[config.mk]
export PLATFORM = sky130hd
export DESIGN_NAME = mul_seq_ctrl
export DESIGN_NICKNAME = d
export VERILOG_FILES = /design/src/rtl/mul_seq_ctrl.sv
export SDC_FILE = /design/constraint.sdc
export NUM_CORES = 1
export LEC_CHECK = 0
export BUFFER_PORTS_ARGS = -buffer_cell sky130_fd_sc_hd__buf_2
export CAP_MARGIN = 0
export CELL_PAD_IN_SITES_DETAIL_PLACEMENT = 1
export CELL_PAD_IN_SITES_GLOBAL_PLACEMENT = 1
export CORE_MARGIN = 2
export CORE_UTILIZATION = 34
export CTS_CLUSTER_DIAMETER = 50
export CTS_CLUSTER_SIZE = 12
export DETAILED_ROUTE_END_ITERATION = 10
export PLACE_DENSITY_LB_ADDON = 0.1
export SYNTH_ARGS = -nofsm -noshare
export SYNTH_HDL_FRONTEND = slang
export SYNTH_SLANG_ARGS = --single-unit
export TNS_END_PERCENT = 1
[constraint.sdc]
create_clock -name clk -period 1.7 [get_ports clk]
set_input_delay 0.255 -clock clk [delete_from_list [all_inputs] [get_ports clk]]
set_output_delay 0.255 -clock clk [all_outputs]
set_load 0.03 [all_outputs]
[src/rtl/mul_seq_ctrl.sv]
// mul_seq_ctrl: control FSM for a repeated-addition multiplier datapath.
// It takes operand A, then operand B, over a shared valid/ready bus, and
// drives the datapath strobes until B reaches zero. It then holds done
// until the master acknowledges the result.
// Optional build macro MUL_CTRL_TIMEOUT_EN enables an iteration watchdog.
// When the watchdog fires, the FSM finishes early and reports err.
module mul_seq_ctrl #(
  parameter int WIDTH    = 16,
  parameter int MAX_ITER = 65535
) (
  input  logic             clk,
  input  logic             rst_n,
  input  logic             start,
  input  logic             abort,
  input  logic             op_valid,
  output logic             op_ready,
  input  logic             eqz,
  output logic             ldA,
  output logic             ldB,
  output logic             ldP,
  output logic             clrP,
  output logic             decB,
  output logic             busy,
  output logic             done,
  input  logic             done_ack,
  output logic             err,
  output logic [WIDTH-1:0] iter_cnt
);

  typedef enum logic [2:0] {IDLE, LOAD_A, LOAD_B, ADD, DONE} state_t;

  state_t           state, state_nxt;
  logic [WIDTH-1:0] iter_nxt;
  logic             err_q, err_nxt;
  logic             timeout;

`ifdef MUL_CTRL_TIMEOUT_EN
  // Watchdog trips when the iteration budget is used up but B is still non-zero.
  assign timeout = (state == ADD) && !eqz && (iter_cnt == WIDTH'(MAX_ITER));
`else
  // Without the watchdog the limit parameter has no function.
  logic unused_max_iter;
  assign unused_max_iter = (MAX_ITER == 0);
  assign timeout         = 1'b0;
`endif

  assign err = err_q;

  // State, iteration count and error flag registers (synchronous reset).
  always_ff @(posedge clk) begin
    if (!rst_n) begin
      state    <= IDLE;
      iter_cnt <= '0;
      err_q    <= 1'b0;
    end else begin
      state    <= state_nxt;
      iter_cnt <= iter_nxt;
      err_q    <= err_nxt;
    end
  end

  // Next-state logic and strobe decode.
  // Abort takes precedence over op_valid and eqz.
  // All outputs are gated low while reset is held.
  always_comb begin
    state_nxt = state;
    iter_nxt  = iter_cnt;
    err_nxt   = err_q;
    op_ready  = 1'b0;
    ldA       = 1'b0;
    ldB       = 1'b0;
    ldP       = 1'b0;
    clrP      = 1'b0;
    decB      = 1'b0;
    busy      = 1'b0;
    done      = 1'b0;
    case (state)
      IDLE: begin
        if (start) begin
          state_nxt = LOAD_A;
          iter_nxt  = '0;
        end
      end
      LOAD_A: begin
        busy = 1'b1;
        if (abort) begin
          state_nxt = IDLE;
        end else begin
          op_ready = 1'b1;
          ldA      = op_valid;
          if (op_valid) state_nxt = LOAD_B;
        end
      end
      LOAD_B: begin
        busy = 1'b1;
        if (abort) begin
          state_nxt = IDLE;
        end else begin
          op_ready = 1'b1;
          ldB      = op_valid;
          clrP     = op_valid;
          if (op_valid) state_nxt = ADD;
        end
      end
      ADD: begin
        busy = 1'b1;
        if (abort) begin
          state_nxt = IDLE;
        end else if (eqz) begin
          state_nxt = DONE;
        end else if (timeout) begin
          state_nxt = DONE;
          err_nxt   = 1'b1;
        end else begin
          ldP  = 1'b1;
          decB = 1'b1;
          // Saturate the count at all-ones instead of wrapping.
          if (iter_cnt != '1) iter_nxt = iter_cnt + 1'b1;
        end
      end
      DONE: begin
        done = 1'b1;
        if (done_ack) begin
          state_nxt = IDLE;
          err_nxt   = 1'b0;
        end
      end
      default: state_nxt = IDLE;
    endcase
    if (!rst_n) begin
      op_ready = 1'b0;
      ldA      = 1'b0;
      ldB      = 1'b0;
      ldP      = 1'b0;
      clrP     = 1'b0;
      decB     = 1'b0;
      busy     = 1'b0;
      done     = 1'b0;
    end
  end

endmodule

==> results.sh, run 1 <==
export IMPL_io_buffers=30
export IMPL_max_freq_ghz=0.5931
export IMPL_final_common_cell="buf_4"
export IMPL_rows=22
export IMPL_n_fill_cell=455
export IMPL_fin_crit_ps=1686
export IMPL_setup_viol=0
export IMPL_clock_latency_ps=270
export IMPL_tns_ps=0
export IMPL_syn_avg_cell_area_sq_um=7.981
export IMPL_start_util=0.3537
export IMPL_wl_per_cell_um=16.02
export IMPL_holdWs_ps=326.2
export IMPL_synth_area_leaders="dfxtp_1 30%, nand2_1 4.7%, nor2_1 4.4%, nand3_1 3.9%, o21ai_0 3.5%"
export IMPL_vdd_ir_drop_max_mv=0.3988
export IMPL_clock_skew_ps=8.749
export IMPL_antennaDiodeCount=0
export IMPL_cp_cell_sequence="ha_4, and3_4, and4_4, a211o_4, buf_6, o21ai_1, a21boi_0"
export IMPL_maxSlewViolCount=0
export IMPL_drtAntennaViolNets=0
export IMPL_regToRegSetupSlack_ps=10
export IMPL_p_per_area_mw_per_mm2=545.1
export IMPL_die_area_sq_mm=0.004287
export IMPL_drtPass1Iterations=4
export IMPL_start_kind="flop"
export IMPL_synth_distinct_cells=51
export IMPL_maxCapViolations=0
export IMPL_placed_cell_area_sq_mm=0.001628
export IMPL_remaining_drc_errors=0
export IMPL_die_w_um=65.48
export IMPL_worstSetupStartpoint="iter_cnt[0]$_SDFFE_PN0P_"
export IMPL_slowest_stage="a211o_4"
export IMPL_p_leak_nw=0.7471
export IMPL_status="finished, final reports clean"
export IMPL_mostFrequentLayoutCells="28 x buf_4, 26 x buf_2, 15 x nand2_1"
export IMPL_r2r_start="iter_cnt[0]$_SDFFE_PN0P_"
export IMPL_worstReg2RegEnd="iter_cnt[4]$_SDFFE_PN0P_"
export IMPL_yosysWarnings=0
export IMPL_design_area_sq_mm=0.001790
export IMPL_drive_above_1_share=0.4528
export IMPL_clock_path_buffers=2
export IMPL_root_buffer="clkbuf_8"
export IMPL_cp_num_cells=7
export IMPL_finalCritPeriodShare=0.9918
export IMPL_routed_wl_um=4164
export IMPL_critPathMaxStageDelay_ps=370
export IMPL_gr_total_overflow=0
export IMPL_grt_usage=0.1999
export IMPL_hp_class="in -> reg"
export IMPL_synth_edf_count=0
export IMPL_cts_clk_slew_worst_paths_ps=80
export IMPL_required_ps=1860
export IMPL_critPathTopFamily="compound AO/OA/AOI/OAI gates"
export IMPL_num_vias=1406
export IMPL_cts_inserted_buffers=3
export IMPL_endpoint="iter_cnt[4]$_SDFFE_PN0P_"
export IMPL_fin_util=0.4928
export IMPL_power_w=0.0009760
export IMPL_ys_ff_latch=19
export IMPL_htreeDepth=1
export IMPL_area_growth_pct=39.34
export IMPL_cts_hold_buffers=0
export IMPL_synth_flop_cell="dfxtp_1"
export IMPL_grt_pass1_vias=1369
export IMPL_syn_inst=161
export IMPL_critPathArrivalTime_ps=1840
export IMPL_clock_sinks=19
export IMPL_yosys_area_top_type_share=0.2960
export IMPL_end_kind="flop"
export IMPL_rsz0062_at_grt="yes"
export IMPL_grt_max_degree=14
export IMPL_io_pins=32
export IMPL_hold_viol=0
export IMPL_die_h_um=65.48
export IMPL_r2r_cells=7
export IMPL_core_sq_mm=0.003633
export IMPL_via_per_inst=5.408
export IMPL_seq_area_frac_synth=0.2960
export IMPL_syn_num_nets=169
export IMPL_yosysTopAreaCell="dfxtp_1"
export IMPL_grt_pass1_wl_um=6617
export IMPL_gp_congestion=0.7465
export IMPL_cts_tree="yes"
export IMPL_fin_nets=221
export IMPL_ys_async_sr_fraction=0
export IMPL_crit_buf_inv=1
export IMPL_netlist_area_sq_mm=0.001285
export IMPL_dpl_hpwl_um=3129
export IMPL_worst_path_max_fanout=7
export IMPL_path_class="reg -> reg"
export IMPL_drt_initial_drc_count=62
export IMPL_antenna_found_initial=0
-- worst min-delay path, stage by stage --
cell and delay (ps):
buf_2 130, nand3b_1 110, a21oi_1 60
-- metal layers --
metal	vias to the layer above	wire (um)	track usage
li1	690	-	-
met1	687	1939	0.2587
met2	27	2071	0.3482
met3	2	129	0.04110
met4	0	24	0.03125
met5	-	0	0
-- area by class of cell --
| type | instances | area [sq um] | share of cell area |
|---|---|---|---|
| clock buffer | 3 | 41.29 | 0.02306 |
| clock inverter | 1 | 5.005 | 0.002795 |
| inverter | 2 | 7.507 | 0.004193 |
| multi-input combinational | 128 | 880.8 | 0.4920 |
| sequential | 19 | 395.4 | 0.2208 |
| tap | 48 | 60.06 | 0.03354 |
| timing repair buffer | 59 | 400.4 | 0.2236 |
-- per-stage QoR --
| step | cells | setup slack, ps |
|---|---|---|
| after floorplan | 161 | -50.51 |
| after global placement | 253 | 14.09 |
| after detailed placement | 253 | -34.43 |
| after CTS | 257 | 8.262 |
| after global routing | 260 | -73.48 |
| final | 260 | 14.02 |
-- repair_timing --
action | in CTS | in global routing
pin swaps | 2 | 13
buffers inserted | 0 | 3
endpoints found under the hold margin | 0 | 0
setup endpoints to repair | 13 | 17
resized for setup | 9 | 24
-- kinds of logic (layout without fill, tap and decap cells) --
kind of cell / after synthesis / count (layout) / share of synthesized area
compound gates: 40 / 40 / 0.2152
xor+xnor: 1 / 1 / 0.006817
fa+ha+maj: 1 / 1 / 0.009736
buf+inv: 14 / 65 / 0.07497
flops: 19 / 19 / 0.2960
mux: 2 / 2 / 0.01558
other cells: 1 / 1 / 0.002918
simple gates: 83 / 83 / 0.3788
-- registers in the layout, indices dropped and copies added (netlist names) --
name	flops
state	3
iter_cnt	16
-- power breakdown --
part	switching (W)	internal, W
logic	0.000107	0.0000788
registers	0.0000109	0.000447
clock network	0.000169	0.000164
total	0.000287	0.000689
-- worst min-delay path by stage --
stage                              start                         to  slack [ps]  cells after the start
3_3_place_gp   iter_cnt[11]$_SDFFE_PN0P_  iter_cnt[11]$_SDFFE_PN0P_         460                      2
6_report                        op_valid      state[1]$_SDFFE_PN0P_         330                      3
3_5_place_dp   iter_cnt[11]$_SDFFE_PN0P_  iter_cnt[11]$_SDFFE_PN0P_         460                      2
5_1_grt                         op_valid      state[1]$_SDFFE_PN0P_         360                      3
4_1_cts                         op_valid      state[1]$_SDFFE_PN0P_         330                      3
2_1_floorplan                      rst_n  iter_cnt[13]$_SDFFE_PN0P_         440                      2
-- synthesized netlist by cell type, drive strengths merged (3+ instances only) --
master and number:
dfxtp 19, nand2 17, nor2 17, nand3 10, o21ai 10, a21oi 8
buf 8, and3 6, nor3 6, nand4 5, a21boi 4, and2 4
clkbuf 4, nand3b 3, nor2b 3, o211ai 3, o21a 3, o221a 3
(Power assumes the default switching activity.)
==> run 2: changes to the inputs <==
- ABC_AREA: not set -> 1
- CORE_UTILIZATION: 34 -> 32
==> run 2 against run 1 <==
Synthesized cell count is 48% higher. Sequential power is 38% higher. Combinational power grew to 9.9 times the previous value. Clock skew is 3.5 ps lower. Non-clock buffer count is 6 lower. Area after synthesis is 7.8% higher. Clock-buffer cell count is 1 higher. Largest power group is now combinational logic.
==> results.sh, run 2 <==
export IMPL_setup_viol=0
export IMPL_syn_inst=238
export IMPL_cts_inserted_buffers=3
export IMPL_post_synth_top_count_cell="nand2_1"
export IMPL_path_class="reg -> reg"
export IMPL_yosys_area_top_type_share=0.2746
export IMPL_die_h_um=69.79
export IMPL_syn_num_nets=246
export IMPL_htreeDepth=1
export IMPL_io_pins=32
export IMPL_largest_register="iter_cnt"
export IMPL_synth_edf_count=0
export IMPL_vdd_ir_drop_max_mv=0.6505
export IMPL_synth_distinct_cells=29
export IMPL_worstSetupStartpoint="iter_cnt[5]$_SDFFE_PN0P_"
export IMPL_maxCapViolations=0
export IMPL_clock_skew_ps=5.240
export IMPL_syn_avg_cell_area_sq_um=5.820
export IMPL_io_buffers=30
export IMPL_dpl_worst_slack_ps=50.08
export IMPL_clock_latency_ps=260
export IMPL_drtAntennaViolNets=0
export IMPL_r2r_cells=10
export IMPL_hold_viol=0
export IMPL_grt_pass1_vias=1582
export IMPL_fin_nets=295
export IMPL_finalCritPeriodShare=0.9383
export IMPL_ys_top_cells_by_count="64 x nand2_1, 50 x nor2_1, 28 x nand3_1"
export IMPL_seq_area_frac_synth=0.2746
export IMPL_mostFrequentLayoutCells="64 x nand2_1, 43 x nor2_1, 28 x buf_2"
export IMPL_worst_path_max_fanout=11
export IMPL_routed_wl_um=4548
export IMPL_fin_crit_ps=1595
export IMPL_cts_tree="yes"
export IMPL_root_buffer="clkbuf_8"
export IMPL_ys_async_sr_fraction=0
export IMPL_critPathArrivalTime_ps=1760
export IMPL_holdPathStages=3
export IMPL_r2r_start="iter_cnt[5]$_SDFFE_PN0P_"
export IMPL_core_sq_mm=0.004086
export IMPL_rsz0062_at_grt="yes"
export IMPL_top_regs="iter_cnt: 16 flops, state: 3 flops"
export IMPL_yosysWarnings=0
export IMPL_netlist_area_sq_mm=0.001385
export IMPL_die_w_um=69.79
export IMPL_p_leak_nw=0.8218
export IMPL_wl_per_cell_um=13.54
export IMPL_cts_clk_slew_worst_paths_ps=80
export IMPL_yosysTopAreaCell="dfxtp_1"
export IMPL_grt_pass1_wl_um=7645
export IMPL_setup_ws_ps=104.9
export IMPL_die_area_sq_mm=0.004871
export IMPL_dpl_hpwl_um=3380
export IMPL_synth_area_leaders="dfxtp_1 27%, nand2_1 17%, nor2_1 14%, nand3_1 10%, inv_1 6.0%"
export IMPL_area_growth_pct=34.06
export IMPL_largest_reg_flops=16
export IMPL_antenna_found_initial=0
export IMPL_rows=23
export IMPL_ys_ff_latch=19
export IMPL_max_freq_ghz=0.6269
export IMPL_regToRegSetupSlack_ps=100
export IMPL_gp_congestion=0.7927
export IMPL_status="finished, final reports clean"
export IMPL_final_common_cell="nand2_1"
export IMPL_remaining_drc_errors=0
export IMPL_clock_sinks=19
export IMPL_required_ps=1870
export IMPL_clock_path_buffers=2
export IMPL_maxSlewViolCount=0
export IMPL_start_kind="flop"
export IMPL_cts_hold_buffers=0
export IMPL_synth_flop_cell="dfxtp_1"
export IMPL_worstReg2RegEnd="iter_cnt[15]$_SDFFE_PN0P_"
export IMPL_antennaDiodeCount=0
export IMPL_p_per_area_mw_per_mm2=1515
export IMPL_drive_above_1_share=0.3077
export IMPL_via_per_inst=4.863
export IMPL_end_kind="flop"
export IMPL_endpoint="iter_cnt[15]$_SDFFE_PN0P_"
export IMPL_num_vias=1634
export IMPL_grt_usage=0.1941
export IMPL_drt_initial_drc_count=102
export IMPL_hp_class="in -> reg"
export IMPL_grt_max_degree=16
export IMPL_gr_total_overflow=0
export IMPL_tns_ps=0
export IMPL_drtPass1Iterations=4
export IMPL_start_util=0.3389
## run 2: cell types whose count changed in the layout (fill, tap and decap cells not counted), sizes merged, moves of 4 or more
cell / change
nand3: +18
inv: +24
a21boi: -4
nor2: +37
nand2: +51
buf: -7
o21ai: -4
and3: -6
## run 2: kinds of logic after synthesis
family / count (synthesis) / synth area share
compound gates: 18 / 0.08130
xor+xnor: 1 / 0.006325
fa+ha+maj: 1 / 0.009032
buf+inv: 35 / 0.1147
flops: 19 / 0.2746
other cells: 1 / 0.002707
simple gates: 163 / 0.5113
## run 2: stage by stage
step           std cells  instance area, sq um  total power (W)  hold WS (ps)  utilization
6_report             336                  1857         0.002814         365.6       0.4544
5_1_grt              336                  1857         0.003066         414.9       0.4544
4_1_cts              331                  1742         0.002497         368.5       0.4262
3_5_place_dp         326                  1670         0.002095         521.7       0.4088
3_3_place_gp         326                  1670         0.002073         524.3       0.4088
2_1_floorplan        238                  1391         0.001734         380.8            -
## run 2: cell type report
type	instances	area (sq um)
timing repair buffer	53	352.8
inverter	26	97.59
clock buffer	4	45.04
sequential	19	385.4
tap	50	62.56
fill	576	2230
multi-input combinational	184	913.4
## run 2: how the worst min path moves through the flow
stage / from / endpoint / slack (ps)
6_report: rst_n / state[1]$_SDFFE_PN0P_ / 370
5_1_grt: abort / state[2]$_SDFFE_PN0P_ / 410
4_1_cts: rst_n / state[1]$_SDFFE_PN0P_ / 370
3_5_place_dp: iter_cnt[4]$_SDFFE_PN0P_ / iter_cnt[4]$_SDFFE_PN0P_ / 520
3_3_place_gp: iter_cnt[4]$_SDFFE_PN0P_ / iter_cnt[4]$_SDFFE_PN0P_ / 520
2_1_floorplan: rst_n / iter_cnt[1]$_SDFFE_PN0P_ / 380
## run 2: report_power, final
| part | switching [W] | internal [W] | leakage [nW] |
|---|---|---|---|
| clock | 0.000170 | 0.000167 | 0.0228 |
| sequential | 0.0000907 | 0.000544 | 0.156 |
| combinational | 0.00109 | 0.000750 | 0.643 |
## run 2: metal layers
layer  vias up  routed length (um)  global-route usage  part of all wire
li1        841                   -                   -                 -
met2        27                2183              0.3344              0.48
met1       761                2195              0.2583              0.48
met4         0                  36             0.03205            0.0079
met3         5                 133             0.03052             0.029
met5         -                   0                   0                 0
## run 2: worst max-delay path, stage by stage (launching register included)
cell	delay [ps]
dfxtp_1	490
nand2_1	140
nor2_4	120
nand2_2	90
o21ai_4	150
nand2_4	110
nand2_8	120
buf_4	140
nand2_1	50
nand2_1	50
nor2_1	40
## run 2: repair_timing
| action | in CTS | in global routing |
|---|---|---|
| gates cloned | 0 | 1 |
| pin swaps | 0 | 4 |
| endpoints found under the hold margin | 0 | 0 |
| setup buffers | 1 | 4 |
| gates resized for setup | 4 | 18 |
| endpoints found under the setup margin | 3 | 19 |
